[src/rtl/dds_multi.sv]
// dds_multi: multi-channel DDS waveform generator with a register-write
// programming bus and a shared programmable sample tick (dds_flag).
// Optional feature: define DDS_SWEEP_EN to add a per-channel linear
// frequency sweep. The sweep advances on each dds_flag pulse.
module dds_multi #(
  parameter int unsigned CH        = 2,
  parameter int unsigned OUT_W     = 10,
  parameter int unsigned PW_W      = 12,
  parameter logic [31:0] FWORD_RST = 32'h035B_0000
) (
  input  logic                  clk,
  input  logic                  rst,
  input  logic                  m_wr,
  input  logic [7:0]            m_addr,
  input  logic [15:0]           m_wrdata,
  output logic [CH*OUT_W-1:0]   dds_data,
  output logic                  dds_flag
);

  localparam logic [31:0] S_CNT_MAX_RST = 32'd49999;

  logic        sample_en;
  logic [31:0] s_cnt_max;
  logic [31:0] s_cnt;
  logic        glb_wr;
  logic        sync_wr;

  assign glb_wr  = m_wr && (m_addr[7:4] == 4'hF);
  assign sync_wr = glb_wr && (m_addr[3:0] == 4'h3);

  // Global register file: sample enable and sample period
  always_ff @(posedge clk or posedge rst) begin
    if (rst) begin
      sample_en <= 1'b0;
      s_cnt_max <= S_CNT_MAX_RST;
    end else if (glb_wr) begin
      case (m_addr[3:0])
        4'h0:    sample_en         <= m_wrdata[0];
        4'h1:    s_cnt_max[15:0]   <= m_wrdata;
        4'h2:    s_cnt_max[31:16]  <= m_wrdata;
        default: ;
      endcase
    end
  end

  // Sample counter; dds_flag is registered one cycle after cnt reaches MAX.
  // The >= wrap keeps the counter bounded if MAX is lowered below cnt.
  always_ff @(posedge clk or posedge rst) begin
    if (rst) begin
      s_cnt    <= '0;
      dds_flag <= 1'b0;
    end else if (!sample_en) begin
      s_cnt    <= '0;
      dds_flag <= 1'b0;
    end else begin
      dds_flag <= (s_cnt == s_cnt_max);
      s_cnt    <= (s_cnt >= s_cnt_max) ? '0 : s_cnt + 32'd1;
    end
  end

  for (genvar k = 0; k < CH; k++) begin : g_ch
    logic                ch_wr;
    logic                en;
    logic [31:0]         fword;
    logic [31:0]         acc;
    logic [PW_W-1:0]     pword;
    logic [1:0]          wave;
    logic [7:0]          duty;
    logic [PW_W-1:0]     p;
    logic [OUT_W-1:0]    q;
    logic [OUT_W-1:0]    sample;
    logic [OUT_W-1:0]    out_q;
`ifdef DDS_SWEEP_EN
    logic                sweep_on;
    logic [31:0]         step;
    logic [31:0]         fend;
    logic [31:0]         start;
    logic [31:0]         sweep_sum;

    assign sweep_sum = fword + step;
`endif

    assign ch_wr = m_wr && (m_addr[7:4] == 4'(k));

    // Per-channel control registers
    always_ff @(posedge clk or posedge rst) begin
      if (rst) begin
        en    <= 1'b0;
        pword <= '0;
        wave  <= '0;
        duty  <= '0;
`ifdef DDS_SWEEP_EN
        sweep_on <= 1'b0;
        step     <= '0;
        fend     <= '0;
`endif
      end else if (ch_wr) begin
        case (m_addr[3:0])
          4'd0: en    <= m_wrdata[0];
          4'd3: pword <= PW_W'(m_wrdata);
          4'd4: begin
            wave <= m_wrdata[1:0];
`ifdef DDS_SWEEP_EN
            sweep_on <= m_wrdata[2];
`endif
          end
          4'd5: duty  <= m_wrdata[7:0];
`ifdef DDS_SWEEP_EN
          4'd6: step[15:0]  <= m_wrdata;
          4'd7: step[31:16] <= m_wrdata;
          4'd8: fend[15:0]  <= m_wrdata;
          4'd9: fend[31:16] <= m_wrdata;
`endif
          default: ;
        endcase
      end
    end

    // Frequency word: bus writes take priority over a sweep step
    always_ff @(posedge clk or posedge rst) begin
      if (rst) begin
        fword <= FWORD_RST;
`ifdef DDS_SWEEP_EN
        start <= '0;
`endif
      end else if (ch_wr && (m_addr[3:0] == 4'd1)) begin
        fword[15:0] <= m_wrdata;
`ifdef DDS_SWEEP_EN
        start[15:0] <= m_wrdata;
`endif
      end else if (ch_wr && (m_addr[3:0] == 4'd2)) begin
        fword[31:16] <= m_wrdata;
`ifdef DDS_SWEEP_EN
        start[31:16] <= m_wrdata;
`endif
      end
`ifdef DDS_SWEEP_EN
      else if (dds_flag && en && sweep_on && (step != '0)) begin
        fword <= (sweep_sum >= fend) ? start : sweep_sum;
      end
`endif
    end

    // Phase accumulator: SYNC and disable both force zero
    always_ff @(posedge clk or posedge rst) begin
      if (rst) begin
        acc <= '0;
      end else if (sync_wr || !en) begin
        acc <= '0;
      end else begin
        acc <= acc + fword;
      end
    end

    // Waveform shaping from the offset phase
    always_comb begin
      p      = acc[31 -: PW_W] + pword;
      q      = p[PW_W-2 -: OUT_W];
      sample = '0;
      case (wave)
        2'd0:    sample = p[PW_W-1 -: OUT_W];
        2'd1:    sample = p[PW_W-1] ? ~q : q;
        2'd2:    sample = (p[PW_W-1 -: 8] < duty) ? '1 : '0;
        default: sample = {1'b1, {(OUT_W-1){1'b0}}};
      endcase
      if (!en) sample = '0;
    end

    // Output register stage
    always_ff @(posedge clk or posedge rst) begin
      if (rst) begin
        out_q <= '0;
      end else begin
        out_q <= sample;
      end
    end

    assign dds_data[k*OUT_W +: OUT_W] = out_q;
  end

endmodule

[config.mk]
export PLATFORM = sky130hd
export DESIGN_NAME = dds_multi
export DESIGN_NICKNAME = d
export VERILOG_FILES = /design/src/rtl/dds_multi.sv
export SDC_FILE = /design/constraint.sdc
export NUM_CORES = 1
export LEC_CHECK = 0
export CAP_MARGIN = 25
export CORE_ASPECT_RATIO = 0.75
export CORE_MARGIN = 8
export CORE_UTILIZATION = 50
export CTS_CLUSTER_SIZE = 12
export DETAILED_ROUTE_END_ITERATION = 16
export PLACE_DENSITY = 0.64
export SLEW_MARGIN = 20
export SYNTH_ARGS = -nofsm -noshare
export SYNTH_HDL_FRONTEND = slang
export SYNTH_SLANG_ARGS = --single-unit
export TNS_END_PERCENT = 10
[constraint.sdc]
create_clock -name clk -period 15.4 [get_ports clk]
set_input_delay 3.08 -clock clk [delete_from_list [all_inputs] [get_ports clk]]
set_output_delay 3.08 -clock clk [all_outputs]
set_load 0.05 [all_outputs]
; Yosys cells after proc, flatten, opt, wreduce, memory -nomap -nowiden
; Index checks and enable logic that the tools add are counted.
[totals]
ff_bits = 260
inputBits = 27
word_cells = 87
output_inout_bits = 21
[op_classes]
n_reduce_logical = 29
bitwise = 4
n_eq_ne = 12
muxes = 13
order_cmp = 3
addsub = 5
[ops]
columns = cell, n
row1 = 32-bit two-way mux, 4
row2 = 32-bit adder, 2
row3 = 10-bit two-way mux, 6
row4 = 10-bit case mux with 3 select lines, 2
row5 = 32-bit by 1-bit adder with 32-bit output (second input constant), 1
row6 = 32-bit equality test, 1
row7 = 32-bit >= comparator, 1
row8 = 2-bit AND reduction, 13
row9 = 12-bit adder, 2
row10 = 10-bit NOT, 2
row11 = 8-bit less-than comparator, 2
row12 = 4-bit by 1-bit equality test with 1-bit output (second input constant), 2
row13 = 4-bit by 2-bit equality test with 1-bit output (second input constant), 2
row14 = 4-bit by 3-bit equality test with 1-bit output (second input constant), 2
row15 = 1-bit logical AND, 8
row16 = 4-bit logical NOT, 2
row17 = 2-bit by 1-bit equality test with 1-bit output (second input constant), 2
row18 = 2-bit equality test (second input constant), 2
row19 = 4-bit equality test (second input constant), 1
row20 = 2-bit logical NOT, 2
row21 = 1-bit logical NOT, 2
row22 = 1-bit logical OR, 2
row23 = 1-bit NOT, 2
row24 = 1-bit two-way mux, 1

; Longest topological paths before layout
[depth]
word_depth = 5
mapped_depth = 15
depth_no_buf = 14

; Worst setup path before layout
; OpenSTA, ideal clock, no wires.
[synth_path]
path_type = in2reg
start = in m_addr[5]
end = reg g_ch[0].fword[18]
cell_stages = 6
slack_ns = 10.480
t_required_ns = 15.275
setup_ns = 0.125
path_buffers = 2
arrival_ns = 4.795
cell_sequence = nor4b_1 > nand2b_1 > clkbuf_1 > nor3_1 > buf_2 > mux2_2
[synth_via]
elab_chain_cells = 5
elab_cells_between_ends = 6
classes_between = 1 x bitwise / 5 x reduce/logical
[synth_rtl]
columns = element, line
row1 = "start, declared", 14  ; input logic [7:0] m_addr,
row2 = 4-bit logical NOT (*), 83  ; assign ch_wr = m_wr && (m_addr[7:4] == 4'(k));
row3 = 1-bit logical AND (*), 83
row4 = 1-bit logical AND, 126  ; end else if (ch_wr && (m_addr[3:0] == 4'd1)) begin
row5 = 1-bit NOT (no line), n/a
row6 = 2-bit AND reduction (no line) (*), n/a
row7 = "end signal, assigned", 132  ; fword[31:16] <= m_wrdata;
row8 = "end, declared", 64  ; logic [31:0] fword;
; Mark *: on every way between the ends. The rest lies on a longest branch, timed or not.
; A chain may end at the register's enable or synchronous reset.

; Worst setup path after layout
[layout_path]
start = in m_addr[5]
end = reg g_ch[1].fword[5]
[layout_via]
elab_chain_cells = 3
[layout_rtl]
columns = element, line
row1 = 4-bit by 1-bit equality test with 1-bit output, 83
row2 = 1-bit logical AND, 83
row3 = 1-bit logical AND, 126
row4 = "end signal, assigned", 127  ; fword[15:0] <= m_wrdata;
row5 = "end, declared", 64
; Every way passes these cells.

==> results.json <==
{
  "hold_class": "register to register",
  "synth_area_sq_um": 15400,
  "h-tree-depth": 1,
  "diodes": 0,
  "synth_edf_count": 0,
  "slew_headroom": 0.329,
  "ir_worst_vdd_mv": 0.0893,
  "die_x_um": 218,
  "grt_pass1_wl_um": 60300,
  "antenna_found_initial": 4,
  "ctsHoldBuffers": 0,
  "crit_arrival_ns": 5.67,
  "grt.overflow.total": 0,
  "core_area_sq_um": 30200,
  "grt_max_degree": 185,
  "yosysUniqueCellTypes": 70,
  "place_area_sq_um": 16300,
  "critPathMaxFanout": 16,
  "drtAntennaViolNets": 0,
  "groute.usage.overall": 0.202,
  "yosys_warnings": 0,
  "period_share": 0.340,
  "drt_iter0_drc": 773,
  "min_to": "g_ch[0].pword[6]",
  "root_buffer": "clkbuf_16",
  "grt_pass1_vias": 11181,
  "wl_per_cell_um": 18.9,
  "dieArea_sq_um": 36700,
  "fin_area_sq_um": 17200,
  "regToRegStartpoint": "g_ch[0].acc[22]",
  "worstHoldStart": "g_ch[0].pword[6]",
  "status": "completed",
  "cp-start-kind": "input pin",
  "gp_congestion": 0.865,
  "clk_path_buf_depth": 3,
  "dp_hpwl_um": 25900,
  "ctsResizeCount": 0,
  "setup-tns-final_ns": 0,
  "critical-path-max-stage-delay_ns": 0.64,
  "report.final.slew_viol_count": 0,
  "worst_r2r_path_depth": 13,
  "worst-setup-path-type": "input pin to register",
  "leakage_nw": 8.20,
  "viasPerCell": 5.82,
  "cts_tree": "yes",
  "r2r_setup_slack_ns": 11.17,
  "hold_depth": 1,
  "path_cells": "clkdlybuf4s50_1 -> nor4b_1 -> and2_1 -> nand3_1 -> mux2_1",
  "num_rows": 55,
  "clk_pin_slew_ns": 0.06,
  "cts_sinks": 260,
  "slowest_stage": "nor4b_1",
  "fin_nets": 1714,
  "synthCells": 1517,
  "io_pins": 48,
  "final-setup-viol-count": 0,
  "r2r_end": "g_ch[0].out_q[4]",
  "clkLatencyLatePin_ns": 0.55,
  "max_freq_mhz": 191,
  "crit_family": "simple AND/OR/NAND/NOR gates",
  "synth_ff_type": "dfrtp_1",
  "firstDrtPassIters": 5,
  "post-cts-setup-buffers": 0,
  "rsz0062_at_grt": "false",
  "worst_slew_pin_slew_ns": 1.01,
  "fin_skew_ns": 0.0110,
  "io_buffers": 47,
  "postSynth.asyncResetShare": 1.00,
  "num_vias": 11491,
  "synth-seq-cells": 260,
  "setup_ws_ns": 10.16,
  "numCtsBuffers": 28,
  "hold_violations": 0,
  "area_growth_pct": 12.0,
  "end_kind": "register",
  "die_y_um": 168,
  "synth.avg_cell_area_sq_um": 10.1,
  "wl_um": 37300,
  "seq_area_frac_synth": 0.425,
  "start_util": 0.509,
  "min_period_ns": 5.24,
  "syn-num-nets": 1677,
  "critPathBufInv": 1,
  "place_ws_ns": 9.49,
  "drc": 0,
  "drive_above_1_share": 0.132,
  "cap_violations": 0,
  "cp.required_ns": 15.83,
  "p_per_area_nw_per_um2": 90.6
}
==> cells by family after synthesis <==
group	share of synthesized area
AOI/OAI and AO/OA	0.138
xor gates and xnor gates	0.0575
DFF	0.425
muxes	0.100
adders and majority gates	0.110
buffers and inverters	0.0326
and+or+nand+nor	0.137
==> worst reg2reg max path: stages (launching register included) <==
cell and delay, ns:
dfrtp_1 0.40, ha_1 0.36, nor2b_1 0.15, o21ai_1 0.19, a21oi_1 0.14, o41ai_1 0.66, nand3_1 0.18, o311ai_1 0.21
ha_1 0.35, a21o_1 0.16, a2111oi_0 0.39, o21a_1 0.37, o21ai_0 0.26, a221oi_1 0.30
==> sequential cells by signal, summed over array words and instances (netlist names) <==
register	count
g_ch.acc	64
g_ch.fword	64
s_cnt	32
s_cnt_max	32
g_ch.pword	24
g_ch.out_q	20
g_ch.duty	16
g_ch.wave	4
g_ch.en	2
dds_flag	1
sample_en	1
==> power by group <==
part	total, mW	internal, mW	leakage (nW)	switching [mW]
Sequential	0.719	0.706	3.48	0.0132
Clock	0.689	0.412	0.463	0.277
Combinational	0.151	0.0543	4.26	0.0968
Total	1.56	1.17	8.20	0.387
==> worst max path at each step <==
stage	startpoint	end	cells after the start
finish	m_addr[5]	g_ch[1].fword[5]	5
global route	m_addr[7]	g_ch[1].fword[15]	5
CTS	m_addr[5]	g_ch[0].pword[11]	5
detailed placement	m_addr[5]	g_ch[0].pword[11]	5
global placement	m_addr[5]	g_ch[0].pword[0]	5
floorplan	rst	dds_flag	1
==> Yosys cell counts, types with 8 or more instances <==
cell | count | area share
o21ai_0 | 49 | 0.016
o22ai_1 | 8 | 0.0033
and3_1 | 19 | 0.0077
and2_1 | 10 | 0.0041
dfstp_2 | 23 | 0.039
nor2b_1 | 13 | 0.0053
nand3_1 | 45 | 0.015
o21a_1 | 15 | 0.0073
nor2_1 | 110 | 0.027
nand2b_1 | 13 | 0.0053
a21oi_1 | 83 | 0.027
mux2_1 | 20 | 0.015
nor3_1 | 63 | 0.021
a21o_1 | 53 | 0.026
inv_1 | 81 | 0.020
nand4_1 | 23 | 0.0094
a211oi_1 | 13 | 0.0063
ha_1 | 129 | 0.10
o21ai_1 | 19 | 0.0062
xor2_1 | 42 | 0.024
nand2_1 | 86 | 0.021
o211ai_1 | 10 | 0.0049
xnor2_1 | 59 | 0.034
dfrtp_1 | 237 | 0.39
mux2_2 | 115 | 0.084
a31oi_1 | 12 | 0.0049
nor3b_1 | 10 | 0.0049
o21bai_1 | 8 | 0.0039
clkbuf_1 | 43 | 0.010
==> area by class of cell <==
type,instances,area [sq um]
clock inverter,6,80.1
timing repair buffer,56,558
sequential,260,6540
clock buffer,46,860
tap,399,499
fill,2621,13000
multi-input combinational,1125,8360
inverter,83,319
==> metrics by stage <==
step / cells / util / total power, mW / hold WS, ns
after floorplan: 1517 / - / 0.830 / 0.462
after global placement: 1922 / 0.538 / 0.878 / 0.475
after detailed placement: 1923 / 0.539 / 0.883 / 0.482
after CTS: 1975 / 0.570 / 1.58 / 0.496
final: 1975 / 0.570 / 1.56 / 0.494
after global routing: 1975 / 0.570 / 1.62 / 0.513
==> per-layer routing <==
metal  GRT usage  vias up  part of all wire
li1            -     5541                 -
met1       0.297     5662              0.49
met2       0.309      242              0.44
met3      0.0331       44             0.051
met4      0.0399        2             0.018
met5           0        -           0.00030
==> cell usage in the layout, fill, tap and decap left out, types with 13 or more instances in the layout <==
| cell type | count |
|---|---|
| dfrtp_1 | 237 |
| dfstp_2 | 23 |
| nand4_1 | 23 |
| nand2b_1 | 13 |
| mux2_2 | 115 |
| ha_1 | 129 |
| clkdlybuf4s50_1 | 47 |
| o21a_1 | 15 |
| a211oi_1 | 13 |
| a21oi_1 | 83 |
| nand2_1 | 86 |
| nor2b_1 | 13 |
| a21o_1 | 53 |
| clkbuf_16 | 29 |
| nor3_1 | 62 |
| xor2_1 | 42 |
| o21ai_1 | 19 |
| inv_1 | 80 |
| nor2_1 | 109 |
| xnor2_1 | 59 |
| nand3_1 | 45 |
| mux2_1 | 20 |
| o21ai_0 | 49 |
| and3_1 | 19 |
No activity file was read; power rests on OpenSTA's default activity.
